<file path="config.mk">
export PLATFORM = sky130hd
export DESIGN_NAME = config_sequencer
export DESIGN_NICKNAME = d
export VERILOG_FILES = /design/src/rtl/config_sequencer.sv
export SDC_FILE = /design/constraint.sdc
export NUM_CORES = 1
export LEC_CHECK = 0
export ABC_AREA = 1
export ABC_CLOCK_PERIOD_IN_PS = 5000
export BUFFER_PORTS_ARGS = -buffer_cell sky130_fd_sc_hd__buf_2
export CAP_MARGIN = 20
export CORE_UTILIZATION = 36
export DETAILED_ROUTE_END_ITERATION = 10
export PLACE_DENSITY_LB_ADDON = 0.05
export SLEW_MARGIN = 0
export SYNTH_ARGS = -nofsm -noshare
export SYNTH_HDL_FRONTEND = slang
export SYNTH_SLANG_ARGS = --single-unit
</file>
<file path="constraint.sdc">
create_clock -name clk -period 5 [get_ports clk]
set_input_delay 1.25 -clock clk [delete_from_list [all_inputs] [get_ports clk]]
set_output_delay 1.25 -clock clk [all_outputs]
set_load 0.005 [all_outputs]
</file>
<file path="src/rtl/config_sequencer.sv">
// Configuration-bus sequencer: drives (addr, data) words onto the tile broadcast bus
// with a hold window and an idle gap. Optional tile-id filtering under CFG_TILE_CHECK_EN.
module config_sequencer #(
  parameter int HOLD_CYCLES = 2,
  parameter int GAP_CYCLES  = 1,
  parameter int NUM_TILES   = 16,
  parameter int CNT_W       = 16
) (
  input  logic             clk,
  input  logic             reset,
  input  logic             abort,
  input  logic             cfg_in_valid,
  output logic             cfg_in_ready,
  input  logic [31:0]      cfg_in_addr,
  input  logic [31:0]      cfg_in_data,
  input  logic             cfg_in_last,
  output logic [31:0]      config_addr,
  output logic [31:0]      config_data,
  output logic             config_en,
  output logic             busy,
  output logic             done,
  output logic [CNT_W-1:0] word_count,
  output logic [CNT_W-1:0] err_count
);

`ifdef CFG_TILE_CHECK_EN
  localparam logic TILE_CHECK = 1'b1;
`else
  localparam logic TILE_CHECK = 1'b0;
`endif

  typedef enum logic [1:0] {IDLE, HOLD, GAP} state_t;

  state_t      state, state_nxt;
  logic [15:0] tmr;
  logic        last_q, clr_pend;
  logic        tile_bad, hs, drop, issue, hold_end, gap_end, word_end;

  assign tile_bad = (cfg_in_addr[31:16] >= 16'(NUM_TILES)) && (cfg_in_addr[31:16] != 16'hFFFF);
  assign hs       = cfg_in_valid & cfg_in_ready & ~abort;
  assign drop     = hs & tile_bad & TILE_CHECK;
  assign issue    = hs & ~drop;
  assign hold_end = (state == HOLD) && (tmr == 16'(HOLD_CYCLES - 1));
  assign gap_end  = (state == GAP) && (tmr == 16'(GAP_CYCLES - 1));
  // A word completes at the edge returning to IDLE; abort suppresses completion.
  assign word_end = ~abort & (gap_end | (hold_end & (GAP_CYCLES == 0)));

  always_ff @(posedge clk) begin
    if (!reset) state <= IDLE;
    else        state <= state_nxt;
  end

  always_comb begin
    state_nxt = state;
    if (abort) state_nxt = IDLE;
    else begin
      case (state)
        IDLE:    if (issue) state_nxt = HOLD;
        HOLD:    if (hold_end) state_nxt = (GAP_CYCLES == 0) ? IDLE : GAP;
        GAP:     if (gap_end) state_nxt = IDLE;
        default: state_nxt = IDLE;
      endcase
    end
  end

  always_comb begin
    cfg_in_ready = reset & (state == IDLE);
    config_en    = (state == HOLD);
    busy         = (state != IDLE);
  end

  // Cycle timer restarts on every state change.
  always_ff @(posedge clk) begin
    if (!reset)                  tmr <= '0;
    else if (state_nxt != state) tmr <= '0;
    else                         tmr <= tmr + 16'd1;
  end

  always_ff @(posedge clk) begin
    if (!reset) begin
      config_addr <= '0;
      config_data <= '0;
      last_q      <= 1'b0;
      clr_pend    <= 1'b0;
      done        <= 1'b0;
      word_count  <= '0;
      err_count   <= '0;
    end else begin
      done <= 1'b0;
      if (issue) begin
        config_addr <= cfg_in_addr;
        config_data <= cfg_in_data;
        last_q      <= cfg_in_last;
        word_count  <= clr_pend ? CNT_W'(1) : word_count + CNT_W'(1);
        if (clr_pend) err_count <= '0;
        clr_pend    <= 1'b0;
      end else if (drop) begin
        err_count <= clr_pend ? CNT_W'(1) : err_count + CNT_W'(1);
        if (clr_pend) word_count <= '0;
        clr_pend  <= cfg_in_last;
        done      <= cfg_in_last;
      end else if (word_end && last_q) begin
        done     <= 1'b1;
        clr_pend <= 1'b1;
      end
    end
  end

endmodule

</file>
# Yosys cells after proc, flatten, opt, wreduce, memory -nomap -nowiden
# Index checks and enable logic that the tools add are counted.
totals:
  reg_bits: 101
  inputBits: 69
  output_inout_bits: 100
  word_cells: 35
classes:
  add_sub_neg: 2
  eq_ne: 4
  mux: 7
  n_bitwise: 6
  reduce_logical: 8
op_table:
  columns: ["op", "count"]
  rows:
  - ["$add 16x1->16 const B", 2]
  - ["$eq 16x1->1 const B", 1]
  - ["$logic_not 16->1", 1]
  - ["$mux 16", 1]
  - ["$mux 2", 4]
  - ["$pmux 2 s3", 1]
  - ["$and 1x1->1", 4]
  - ["$reduce_or 2->1", 2]
  - ["$logic_and 1x1->1", 3]
  - ["$eq 2x1->1 const B", 1]
  - ["$eq 2x2->1 const B", 1]
  - ["$logic_not 2->1", 1]
  - ["$ne 2x2->1", 1]
  - ["$not 1->1", 2]
  - ["$reduce_bool 2->1", 1]
  - ["$mux 1", 1]

# Logic depth before layout (Yosys ltp)
# Gate-level depths: netlist of the first run.
depth:
  depth_word: 9
  ltp_mapped: 12
  mapped_depth_nobuf: 11

# Worst setup path before layout of the first run
# Ideal clock, no wire load.
synth_timing:
  path_type: "input-to-output"
  from: "in reset"
  to: "out cfg_in_ready"
  arrival_ns: 2.112
  required_ns: 3.750
  setup_slack_ns: 1.638
  cell_stages: 5
  n_path_buf: 3
  cell_sequence: "buf_2 > buf_1 > clkbuf_1 > nand2_1 > inv_1"
synth_between:
  elab_chain_len: 1
synth_lines:
  columns: ["element", "line", "source"]
  rows:
  - ["start: declaration", "10", "input logic reset,"]
  - ["$and 1x1->1", "67", "cfg_in_ready = reset & (state == IDLE);"]
  - ["end: declaration", "13", "output logic cfg_in_ready,"]
# Every way passes these cells.

# Worst setup path after layout of the first run
# Ends and elaborated chain as after synthesis.

==> flow_summary.toml, run 1 <==
[layout]
antennaDiodeCount = 0
syn_to_final_growth_pct = 26.46
drive_above_1_share_pct = 27.39
fin_nets = 780

[die]
dieArea_um2 = 12180
start_util_pct = 37.03
core_area_um2 = 11420
rows = 39
fp.dieW_um = 110.4
ios = 169
die_h_um = 110.4

[hold_path]
hp-class = "flip-flop to flip-flop"

[timing]
worst_pin_slew_ns = 0.7233
hold_viol = 0
maxSlewViolCount = 0
worst_hold_slack_ns = 0.4594
finalSetupViolations = 0
fmax_mhz = 285.1
slew_headroom_pct = 51.78
fin_skew_ns = 0.006267
rsz0062_at_grt = "no"
finalCritPeriodShare_pct = 70.14
tns_ns = 0
min_period_ns = 3.507

[flow_run]
maxCapViolations = 0

[critical_path]
crit_type = "input pin to output port"
end_kind = "output port"
worstPathArrival_ns = 2.26
crit_fanout = 70
worstSetupStartpointType = "input pin"
critPathRequiredTime_ns = 3.75

[routing]
drt_iter0_markers = 200
vias = 3834
dr.pass1.iters = 4
antenna_left = 0
wirelength_mm = 10.13
drc = 0
wire_per_inst_um = 11.85
viasPerCell = 4.484

[global_routing]
grt_pass1_wl_mm = 16.28
antenna_found_initial = 0
grt.total_usage_pct = 17.38
overflow = 0
grt_pass1_vias = 3469
grt_max_degree = 71

[yosys]
synthFlopType = "dfxtp_1"
yosys.cell_count.top_type = "nand2_1"
yosys_warnings = 0
async_flop_share_pct = 0
ys_seq_area_share_pct = 47.82
syn_avg_cell_area_um2 = 7.470
ys_top_cells_by_count = "nand2_1, dfxtp_1, nand3_1"
synth_seq_cells = 101
syn_area_um2 = 4228
synth.distinct_cells = 27
netlist_instances = 566
synth_area_leaders = "dfxtp_1, nand2_1, nand3_1"
synth_area_leader_cell = "dfxtp_1"
synth-edff-count = 0
synth_top_cell_area_share_pct = 47.82

[clocking]
cts.path.max_buffers = 2
cts_tree = "built"
insertion_delay_ns = 0.35
cts_setup_buffers = 0
ctsHoldBuffers = 0
path_clk_slew_ns = 0.07
ctsResizeCount = 0
clock_sinks = 101
cts_buffers = 9
root_buffer = "clkbuf_16"
htree_levels = 3

[power]
leakagePower_nw = 2.700
powerDensity_nw_per_um2 = 323.4
peakVddDrop_v = 0.0002129

[status]
status = "finished clean"

[placement]
routabilityCongestion = 0.7663
hpwl_mm = 7.111
port_buffers = 152
-- cell type report --
class	instances	area, µm²
Clock buffer	11	252.7
Clock inverter	5	63.81
Fill cell	1180	6072
Inverter	39	146.4
Multi-Input combinational cell	400	1882
Sequential cell	101	2022
Tap cell	143	178.9
Timing Repair Buffer	156	800.8
-- where the power goes --
group          switching [W]  internal (W)
logic              0.0000782     0.0000604
clock network       0.000315      0.000422
registers          0.0000175      0.000836
total               0.000411       0.00132
-- layout by cell type (no fill, tap or decap), types with 2 or more instances in the layout --
master / netlist / routed
xnor2_1: 8 / 8
buf_4: 16 / 2
nor2_4: 3 / 3
nand3_1: 82 / 82
buf_2: 10 / 153
nor2_2: 16 / 16
conb_1: 1 / 16
xor2_1: 11 / 11
clkbuf_16: 0 / 9
ha_1: 4 / 4
inv_1: 38 / 38
nand2_1: 182 / 182
nor3_1: 12 / 12
nand2_2: 2 / 2
clkbuf_8: 0 / 2
o21ai_0: 6 / 6
nand4_1: 8 / 8
a21oi_1: 6 / 6
inv_6: 0 / 2
nor2_1: 39 / 39
dfxtp_1: 101 / 101
-- logic make-up after synthesis --
| group | count (synthesis) | synth area share, % |
|---|---|---|
| buffers and inverters | 80 | 8.997 |
| AND/OR/NAND/NOR | 346 | 36.05 |
| XOR/XNOR | 19 | 3.936 |
| other | 1 | 0.08870 |
| AO/OA/AOI/OAI | 15 | 1.924 |
| flip-flops | 101 | 47.82 |
| adder cells (fa/ha/maj) | 4 | 1.184 |
-- sequential cells by signal, summed over array words and instances, names as in the netlist --
register,flops
state,2
config_addr,32
word_count,16
last_q,1
done,1
config_data,32
clr_pend,1
tmr,16
-- worst max-delay path, stage by stage --
cell	delay, ns
buf_2	0.11
buf_4	0.58
nand2_1	0.12
inv_1	0.07
buf_2	0.10
-- per-layer routing --
| layer | up-vias | track usage, % | wire length [µm] |
|---|---|---|---|
| met3 | 13 | 8.348 | 849 |
| met2 | 105 | 27.68 | 4772 |
| met1 | 1684 | 20.65 | 4354 |
| met4 | 0 | 5.169 | 154 |
| li1 | 2032 | - | - |
| met5 | - | 0 | 0 |
-- through the flow --
stage	utilization, %	power, W	instance area (µm²)	setup slack, ns	std cells
2_1_floorplan	-	0.0009506	4284	1.638	581
3_3_place_gp	43.83	0.001010	5005	1.415	837
3_5_place_dp	43.87	0.001013	5010	1.471	838
4_1_cts	46.65	0.001757	5326	1.481	854
5_1_grt	46.82	0.001809	5346	1.391	855
6_report	46.82	0.001729	5346	1.493	855
-- path summary, 6_finish.rpt --
check | start | to | slack [ns] | depth (start not counted)
worst min-delay path | last_q$_SDFFE_PN0P_ | done$_SDFF_PP0_ | 0.46 | 2
worst max register to register | state[0]$_SDFF_PN0_ | tmr[9]$_SDFF_PP0_ | 2.68 | 8
worst max-delay path | reset | cfg_in_ready | 1.49 | 5
worst min register to register | last_q$_SDFFE_PN0P_ | done$_SDFF_PP0_ | 0.46 | 2
No activity file was read; power rests on OpenSTA's default activity.
==> inputs of run 2 (changes only) <==
- ABC_CLOCK_PERIOD_IN_PS: 5000 -> 2940
- clock period: 5 -> 2.94 ns (I/O delays scaled with it)
==> run 2 against run 1 <==
  * Hold slack barely moved
  * Final cell count grew 0.23%
  * Sequential cell count stayed put
  * Cell area hardly changed
  * Total power is 67% higher
==> flow_summary.toml, run 2 (synthesis gave the netlist of run 1 again) <==
[critical_path]
critPathRequiredTime_ns = 2.20
cp_slowest_stage_delay_ns = 0.16
crit_family = "buffers and inverters"
crit_slowest_cell = "buf_2"
worstSetupStartpointType = "input pin"
worstPathArrival_ns = 1.13
path_cells = "buf_2 -> nand2_1 -> inv_1 -> buf_2"
end_kind = "output port"
crit_fanout = 6
critPathBufInv = 3
rr_worst_depth = 11
cpMostUsedCell = "buf_2"
cp.depth = 4
crit_type = "input pin to output port"

[clocking]
cts_setup_buffers = 0
htree_levels = 3
cts.path.max_buffers = 2
path_clk_slew_ns = 0.07
insertion_delay_ns = 0.34
clock_sinks = 101
ctsResizeCount = 0
root_buffer = "clkbuf_16"
cts_tree = "built"
cts_buffers = 9
ctsHoldBuffers = 0

[placement]
hpwl_mm = 7.390
routabilityCongestion = 0.7814
dp_cells = 841
dpl_cell_area_um2 = 5047
port_buffers = 152

[status]
status = "finished clean"

[global_routing]
grt_pass1_vias = 3532
grt.total_usage_pct = 17.58
grt_pass1_wl_mm = 16.58
overflow = 0
grt_max_degree = 65
antenna_found_initial = 0

[timing]
maxSlewViolCount = 0
min_period_ns = 1.860
finalCritPeriodShare_pct = 63.27
fmax_mhz = 537.6
finalSetupViolations = 0
hold_viol = 0
rsz0062_at_grt = "no"
tns_ns = 0
fin_skew_ns = 0.007409

[routing]
vias = 3858
wire_per_inst_um = 12.14
met2_length_mm = 4.808
routed.top_layer = "met4"
antenna_left = 0
drt-met1-wl_mm = 4.625
wirelength_mm = 10.41
drt_iter0_markers = 159
wl_met3_um = 839
viasPerCell = 4.502
drc = 0
dr.pass1.iters = 4

[layout]
stdcell_area_um2 = 5349
nFillCells = 1220
final_cell_count_no_fill = 857
antennaDiodeCount = 0
layout_common_cells = "nand2_1, buf_2, dfxtp_1"
syn_to_final_growth_pct = 26.52
drive_above_1_share_pct = 27.45
fin_nets = 782
final_common_cell = "nand2_1"
reg_top3 = "config_addr (32), config_data (32)"
fin_util_pct = 46.84

[die]
fp.dieW_um = 110.4
rows = 39
ios = 169
dieArea_um2 = 12180
die_h_um = 110.4
core_area_um2 = 11420
start_util_pct = 37.03

[power]
powerDensity_nw_per_um2 = 540.6
leakagePower_nw = 2.694
peakVddDrop_v = 0.0003713

[hold_path]
hp-class = "flip-flop to flip-flop"
hold_depth = 2

[flow_run]
maxCapViolations = 0
run 2: final timing paths:
kind                                  endpoint                          from  slack (ns)
setup / recovery                  cfg_in_ready                         reset        1.08
hold reg to reg   config_data[25]$_SDFFE_PN0P_  config_data[25]$_SDFFE_PN0P_        0.46
setup reg to reg             tmr[1]$_SDFF_PP0_             tmr[0]$_SDFF_PP0_        1.20
hold / removal    config_data[25]$_SDFFE_PN0P_  config_data[25]$_SDFFE_PN0P_        0.46
run 2: metal layers:
layer | up-vias | GRT usage [%]
met5 | - | 0
met4 | 0 | 5.639
met2 | 104 | 28.70
met1 | 1716 | 20.89
met3 | 11 | 7.290
li1 | 2027 | -
run 2: area by class of cell:
type,instances,area [µm²],share of cell area [%]
repair buffers,158,818.3,15.30
multi-input cells,400,1882,35.18
flip-flops and latches,101,2022,37.80
clock buffers,11,242.7,4.538
well taps,143,178.9,3.345
inverters,39,146.4,2.737
clock inverters,5,58.81,1.099
run 2: stage by stage:
| step | hold WS, ns | worst slack [ns] | total power (W) |
|---|---|---|---|
| detailed placement | 0.4543 | 0.7676 | 0.001728 |
| global placement | 0.4501 | 0.7956 | 0.001724 |
| floorplan | 0.4317 | 0.6083 | 0.001617 |
| CTS | 0.4640 | 1.060 | 0.002937 |
| finish | 0.4599 | 1.080 | 0.002891 |
| global route | 0.4778 | 0.9866 | 0.003029 |
run 2: where the power goes:
group / internal (W) / switching (W) / total, W
Combinational: 0.000105 / 0.000137 / 0.000242
Clock: 0.000685 / 0.000513 / 0.00120
Sequential: 0.00142 / 0.0000292 / 0.00145
run 2: worst register-to-register path, delay by kind of cell, from the launching register on:
family,cells,cell delay (ns)
adders and majority gates,1,0.14
DFF,1,0.34
buffers and inverters,1,0.07
and+or+nand+nor,9,1.06
